==> src/rtl/master_addr_tx.sv <==
// Master-side device-address transmitter: serializes a captured address LSB-first,
// waits for the decoder ack, then connects the data path and tracks split/resume.
module master_addr_tx #(
  parameter int DEVICE_ADDR_WIDTH = 4,
  parameter int ACK_TIMEOUT       = 4
) (
  input  logic                         clk,
  input  logic                         rstn,
  input  logic                         req,
  input  logic [DEVICE_ADDR_WIDTH-1:0] dev_addr,
  input  logic                         dp_valid,
  input  logic                         dp_wdata,
  input  logic                         dp_done,
  input  logic                         ack,
  input  logic                         ssplit,
  input  logic                         split_grant,
  output logic                         mvalid,
  output logic                         mwdata,
  output logic                         busy,
  output logic                         connected,
  output logic                         done,
  output logic                         err
);

  localparam int CNT_W = $clog2(DEVICE_ADDR_WIDTH) + 1;
  localparam int TMR_W = $clog2(ACK_TIMEOUT) + 1;
  localparam logic [CNT_W-1:0] CNT_LAST = CNT_W'(DEVICE_ADDR_WIDTH - 1);
  localparam logic [TMR_W-1:0] TMR_LAST = TMR_W'(ACK_TIMEOUT - 1);

  typedef enum logic [2:0] {
    S_IDLE    = 3'd0,
    S_ADDR    = 3'd1,
    S_ACKWAIT = 3'd2,
    S_CONNECT = 3'd3,
    S_SPLIT   = 3'd4
  } state_t;

  state_t                       r_state;
  logic [DEVICE_ADDR_WIDTH-1:0] r_addr_q;
  logic [CNT_W-1:0]             r_cnt;
  logic [TMR_W-1:0]             r_timer;
  logic                         r_done;
  logic                         r_err;

  logic [DEVICE_ADDR_WIDTH-1:0] w_addr_shift;
  logic                         w_mvalid;
  logic                         w_mwdata;

  always_ff @(posedge clk or negedge rstn) begin
    if (!rstn) begin
      r_state  <= S_IDLE;
      r_addr_q <= '0;
      r_cnt    <= '0;
      r_timer  <= '0;
      r_done   <= 1'b0;
      r_err    <= 1'b0;
    end else begin
      r_done <= 1'b0;
      r_err  <= 1'b0;
      case (r_state)
        S_IDLE: begin
          if (req) begin
            r_addr_q <= dev_addr;
            r_cnt    <= '0;
            r_state  <= S_ADDR;
          end
        end
        S_ADDR: begin
          r_cnt <= r_cnt + CNT_W'(1);
          if (r_cnt == CNT_LAST) begin
            r_timer <= '0;
            r_state <= S_ACKWAIT;
          end
        end
        S_ACKWAIT: begin
          // An ack on the final wait cycle still wins over the timeout.
          if (ack) begin
            r_state <= S_CONNECT;
          end else if (r_timer == TMR_LAST) begin
            r_err   <= 1'b1;
            r_state <= S_IDLE;
          end else begin
            r_timer <= r_timer + TMR_W'(1);
          end
        end
        S_CONNECT: begin
          if (dp_done) begin
            r_done  <= 1'b1;
            r_state <= S_IDLE;
          end else if (ssplit) begin
            r_state <= S_SPLIT;
          end
        end
        S_SPLIT: begin
          // Resume straight into CONNECT; the decoder remembers the slave.
          if (split_grant) begin
            r_state <= S_CONNECT;
          end
        end
        default: begin
          r_state <= S_IDLE;
        end
      endcase
    end
  end

  assign w_addr_shift = r_addr_q >> r_cnt;

  always_comb begin
    w_mvalid = 1'b0;
    w_mwdata = 1'b0;
    case (r_state)
      S_ADDR: begin
        // Only the first address bit is flagged as the decoder start bit.
        w_mvalid = (r_cnt == '0);
        w_mwdata = w_addr_shift[0];
      end
      S_CONNECT: begin
        w_mvalid = dp_valid;
        w_mwdata = dp_wdata;
      end
      default: begin
        w_mvalid = 1'b0;
        w_mwdata = 1'b0;
      end
    endcase
  end

  assign mvalid    = w_mvalid;
  assign mwdata    = w_mwdata;
  assign busy      = (r_state != S_IDLE);
  assign connected = (r_state == S_CONNECT);
  assign done      = r_done;
  assign err       = r_err;

endmodule

==> config.mk <==
export PLATFORM = sky130hd
export DESIGN_NAME = master_addr_tx
export DESIGN_NICKNAME = d
export VERILOG_FILES = /design/src/rtl/master_addr_tx.sv
export SDC_FILE = /design/constraint.sdc
export NUM_CORES = 1
export LEC_CHECK = 0
export CORE_AREA = 4 4 51 44
export DETAILED_ROUTE_END_ITERATION = 10
export DIE_AREA = 0 0 55 48
export PLACE_DENSITY = 0.82
export SYNTH_ARGS = -nofsm -noshare
export SYNTH_HDL_FRONTEND = slang
export SYNTH_SLANG_ARGS = --single-unit
==> constraint.sdc <==
create_clock -name clk -period 3.7 [get_ports clk]
set_input_delay 0.555 -clock clk [delete_from_list [all_inputs] [get_ports clk]]
set_output_delay 0.555 -clock clk [all_outputs]
set_load 0.01 [all_outputs]
==> metrics.txt <==
# TYPE chip_impl_metric gauge
chip_impl_info{name="status",value="finished clean"} 1
chip_impl_metric{name="drv.max_cap_violation_count",unit=""} 0
chip_impl_metric{name="crit_fanout",unit=""} 5
chip_impl_metric{name="cts.path.max_buffers",unit=""} 2
chip_impl_metric{name="cts_buffers",unit=""} 3
chip_impl_metric{name="fin_util",unit="%"} 61.0
chip_impl_metric{name="mappedNetlistArea",unit="um^2"} 867
chip_impl_metric{name="synth-xor-area-share",unit="%"} 0
chip_impl_metric{name="synthDominantCellAreaShare",unit="%"} 43.3
chip_impl_metric{name="floorplan.rows",unit=""} 14
chip_impl_metric{name="period_minus_slack",unit="ns"} 2.47
chip_impl_metric{name="wirelength",unit="um"} 1540
chip_impl_metric{name="worst-r2r-cell-count",unit=""} 5
chip_impl_metric{name="post_cts.resized_instances",unit=""} 0
chip_impl_metric{name="post_synth.cell_area_avg",unit="um^2"} 10.8
chip_impl_metric{name="vias",unit=""} 642
chip_impl_metric{name="p_leak",unit="nW"} 0.473
chip_impl_metric{name="synth-async-reset-ratio",unit="%"} 100
chip_impl_info{name="min-delay-path-class",value="flip-flop to flip-flop"} 1
chip_impl_metric{name="drc_errors",unit=""} 0
chip_impl_info{name="hold_end",value="r_addr_q[2]$_DFFE_PN0P_"} 1
chip_impl_metric{name="portBuffers",unit=""} 18
chip_impl_metric{name="chipWidth",unit="um"} 55
chip_impl_info{name="timing.setup.critical_path_class",value="flip-flop to output port"} 1
chip_impl_info{name="post_synth_main_area_contributors",value="sky130_fd_sc_hd__dfrtp_1 43%, sky130_fd_sc_hd__ha_1 7.2%, sky130_fd_sc_hd__mux2_2 5.2%"} 1
chip_impl_info{name="synth_top_cell_by_area",value="sky130_fd_sc_hd__dfrtp_1"} 1
chip_impl_info{name="crit-reg2reg-launch",value="r_timer[0]$_DFFE_PN0P_"} 1
chip_impl_info{name="dominant_combinational_cell_family_by_area_after_synthesis",value="simple AND/OR/NAND/NOR gates"} 1
chip_impl_metric{name="yosys_register_bits",unit=""} 15
chip_impl_metric{name="peakVddDrop",unit="uV"} 385
chip_impl_metric{name="worst_slew_pin_slew",unit="ns"} 0.672
chip_impl_metric{name="final_min_period_over_clock_period",unit="%"} 66.8
chip_impl_metric{name="max_slew_margin",unit="%"} 55.0
chip_impl_metric{name="grt_max_degree",unit=""} 17
chip_impl_metric{name="drive_gt1_share",unit="%"} 15.3
chip_impl_info{name="postSynth.topFlopCell",value="sky130_fd_sc_hd__dfrtp_1"} 1
chip_impl_metric{name="max_clock_freq",unit="GHz"} 0.404
chip_impl_metric{name="worst_setup_hold_path_clk_slew",unit="ns"} 0.09
chip_impl_metric{name="syn-num-nets",unit=""} 98
chip_impl_metric{name="post_synth_fa_ha_maj_area_fraction",unit="%"} 7.22
chip_impl_metric{name="hold_viol",unit=""} 0
chip_impl_info{name="cts_tree",value="done"} 1
chip_impl_metric{name="wl_per_cell",unit="um"} 12.6
chip_impl_metric{name="viasPerCell",unit=""} 5.26
chip_impl_metric{name="finalInstanceArea",unit="um^2"} 1080
chip_impl_metric{name="report.final.setup_viol",unit=""} 0
chip_impl_metric{name="grt_overflow",unit=""} 0
chip_impl_metric{name="floorplan.io_pins",unit=""} 19
chip_impl_metric{name="synth_simple_gate_area_share",unit="%"} 18.5
chip_impl_metric{name="antenna_violating_nets_post_route",unit=""} 0
chip_impl_metric{name="worstHoldPathCells",unit=""} 1
chip_impl_metric{name="layout-area-overhead-vs-synth",unit="%"} 24.5
chip_impl_metric{name="timing.setup.tns",unit="ns"} 0
chip_impl_metric{name="final.hold.worst_slack",unit="ns"} 0.512
chip_impl_metric{name="antenna_cells_inserted",unit=""} 0
chip_impl_metric{name="netlist-cell-type-count",unit=""} 30
chip_impl_info{name="min_from",value="r_addr_q[2]$_DFFE_PN0P_"} 1
chip_impl_metric{name="post_cts_hold_buffer_count",unit=""} 0
chip_impl_info{name="most_used_standard_cell_by_instance_count_after_synthesis",value="sky130_fd_sc_hd__dfrtp_1"} 1
chip_impl_metric{name="synthesis.yosys.warnings",unit=""} 0
chip_impl_metric{name="reg2reg_setup_slack",unit="ns"} 1.75
chip_impl_metric{name="antenna_violations_before_repair",unit=""} 0
chip_impl_metric{name="fp.coreArea",unit="um^2"} 1770
chip_impl_metric{name="post_synth_mux_area_share",unit="%"} 14.1
chip_impl_metric{name="die-height",unit="um"} 48
chip_impl_metric{name="ctsHtreeMaxLevel",unit=""} 1
chip_impl_metric{name="cts_num_sinks",unit=""} 15
chip_impl_metric{name="floorplan.die_area",unit="um^2"} 2640
chip_impl_info{name="setup.worst_path.end_class",value="output port"} 1
chip_impl_metric{name="wire_length_of_the_first_global_routing_pass",unit="um"} 2660
chip_impl_metric{name="endpoint_arrival_time_on_the_critical_path",unit="ns"} 1.92
chip_impl_metric{name="first_global_vias",unit=""} 628
chip_impl_metric{name="floorplan.initialDensity",unit="%"} 49.0
chip_impl_metric{name="cts_setup_buffers",unit=""} 0
chip_impl_metric{name="syn-instance-count",unit=""} 80
chip_impl_metric{name="synth_edf_count",unit=""} 0
chip_impl_metric{name="first_pass_drt_iterations",unit=""} 4
chip_impl_info{name="cts_root_buf",value="sky130_fd_sc_hd__clkbuf_4"} 1
chip_impl_metric{name="worstSkewPairLatency",unit="ns"} 0.27
chip_impl_info{name="synth.cells.most_frequent",value="15 x sky130_fd_sc_hd__dfrtp_1, 12 x sky130_fd_sc_hd__nor2_1, 6 x sky130_fd_sc_hd__inv_1"} 1
chip_impl_metric{name="post_dp_cell_area",unit="um^2"} 1050
chip_impl_metric{name="crit_required",unit="ns"} 3.14
chip_impl_metric{name="gp_routability_congestion",unit=""} 0.788
chip_impl_metric{name="seq_area_frac_synth",unit="%"} 43.3
chip_impl_metric{name="grt_usage",unit="%"} 14.3
chip_impl_metric{name="power_density",unit="nW/um^2"} 667
chip_impl_info{name="crit_path_start_kind",value="flip-flop"} 1
chip_impl_metric{name="layout.nets",unit=""} 117
chip_impl_info{name="rsz0062_at_grt",value="no"} 1
chip_impl_metric{name="finClkSkew",unit="ns"} 0.00240
chip_impl_metric{name="synth_compound_area_share",unit="%"} 11.5
chip_impl_info{name="timing.rr.end",value="r_timer[2]$_DFFE_PN0P_"} 1
chip_impl_metric{name="dp_hpwl",unit="um"} 1200
chip_impl_metric{name="finalMaxSlewViolations",unit=""} 0
chip_impl_metric{name="drt_first_iter_violations",unit=""} 7
-- logic make-up (layout without fill, tap and decap cells) --
family,Yosys count,in the layout
mux,9,9
simple gates,28,28
compound gates,13,13
flops,15,15
buf+inv,10,28
fa+ha+maj,5,5
-- worst max-delay path, cell delays in order, from the launching register on --
cell	delay [ns]
sky130_fd_sc_hd__dfrtp_1	0.45
sky130_fd_sc_hd__mux4_2	0.52
sky130_fd_sc_hd__a22oi_1	0.15
sky130_fd_sc_hd__nor2_1	0.06
sky130_fd_sc_hd__clkdlybuf4s50_1	0.47
-- layout by cell type (no fill, tap or decap), types with 2 or more instances in the layout --
master | Yosys | layout
sky130_fd_sc_hd__nand3b_1 | 3 | 3
sky130_fd_sc_hd__o2bb2ai_1 | 2 | 2
sky130_fd_sc_hd__inv_1 | 6 | 6
sky130_fd_sc_hd__nand2_1 | 3 | 3
sky130_fd_sc_hd__dfrtp_1 | 15 | 15
sky130_fd_sc_hd__ha_1 | 5 | 5
sky130_fd_sc_hd__mux2_4 | 3 | 3
sky130_fd_sc_hd__o21ai_0 | 4 | 4
sky130_fd_sc_hd__clkdlybuf4s50_1 | 0 | 18
sky130_fd_sc_hd__clkbuf_4 | 0 | 3
sky130_fd_sc_hd__nor2_1 | 12 | 12
sky130_fd_sc_hd__a22oi_1 | 3 | 3
sky130_fd_sc_hd__mux2_2 | 4 | 4
-- layout make-up --
| class | count | area (um^2) |
|---|---|---|
| Fill cell | 150 | 689 |
| Multi-Input combinational cell | 55 | 445 |
| Sequential cell | 15 | 375 |
| Timing Repair Buffer | 18 | 180 |
| Tap cell | 24 | 30.0 |
| Clock buffer | 4 | 26.3 |
| Inverter | 6 | 22.5 |
-- through the flow --
stage	power (W)	instances	setup WS [ns]
2_1_floorplan	0.000528	80	1.83
6_report	0.000721	122	1.23
5_1_grt	0.000790	122	1.12
3_5_place_dp	0.000636	118	1.42
3_3_place_gp	0.000620	118	1.42
4_1_cts	0.000728	122	1.21
-- sequential cells by signal (all words and copies together), names as in the netlist --
signal,count
err,1
r_timer,3
r_cnt,3
r_state,3
done,1
r_addr_q,4
-- per-layer routing --
metal	GRT usage, %	vias up	routed length, um
li1	-	313	-
met1	18.3	310	706
met2	23.6	17	730
met3	3.12	2	89
met4	5.83	0	12
met5	0	-	0
-- report_power, final --
group	switching [W]	internal (W)
Clock	0.0000497	0.0000417
Combinational	0.000142	0.000202
Sequential	0.0000675	0.000217
-- worst max path at each step --
| stage | from | to | cells after the start |
|---|---|---|---|
| after floorplan | r_timer[0]$_DFFE_PN0P_ | r_timer[0]$_DFFE_PN0P_ | 5 |
| after global placement | dp_valid | mvalid | 4 |
| after detailed placement | dp_valid | mvalid | 4 |
| after CTS | r_cnt[0]$_DFFE_PN0P_ | mwdata | 4 |
| after global routing | r_cnt[0]$_DFFE_PN0P_ | mwdata | 4 |
| final | r_cnt[0]$_DFFE_PN0P_ | mwdata | 4 |
(Power assumes the default switching activity.)
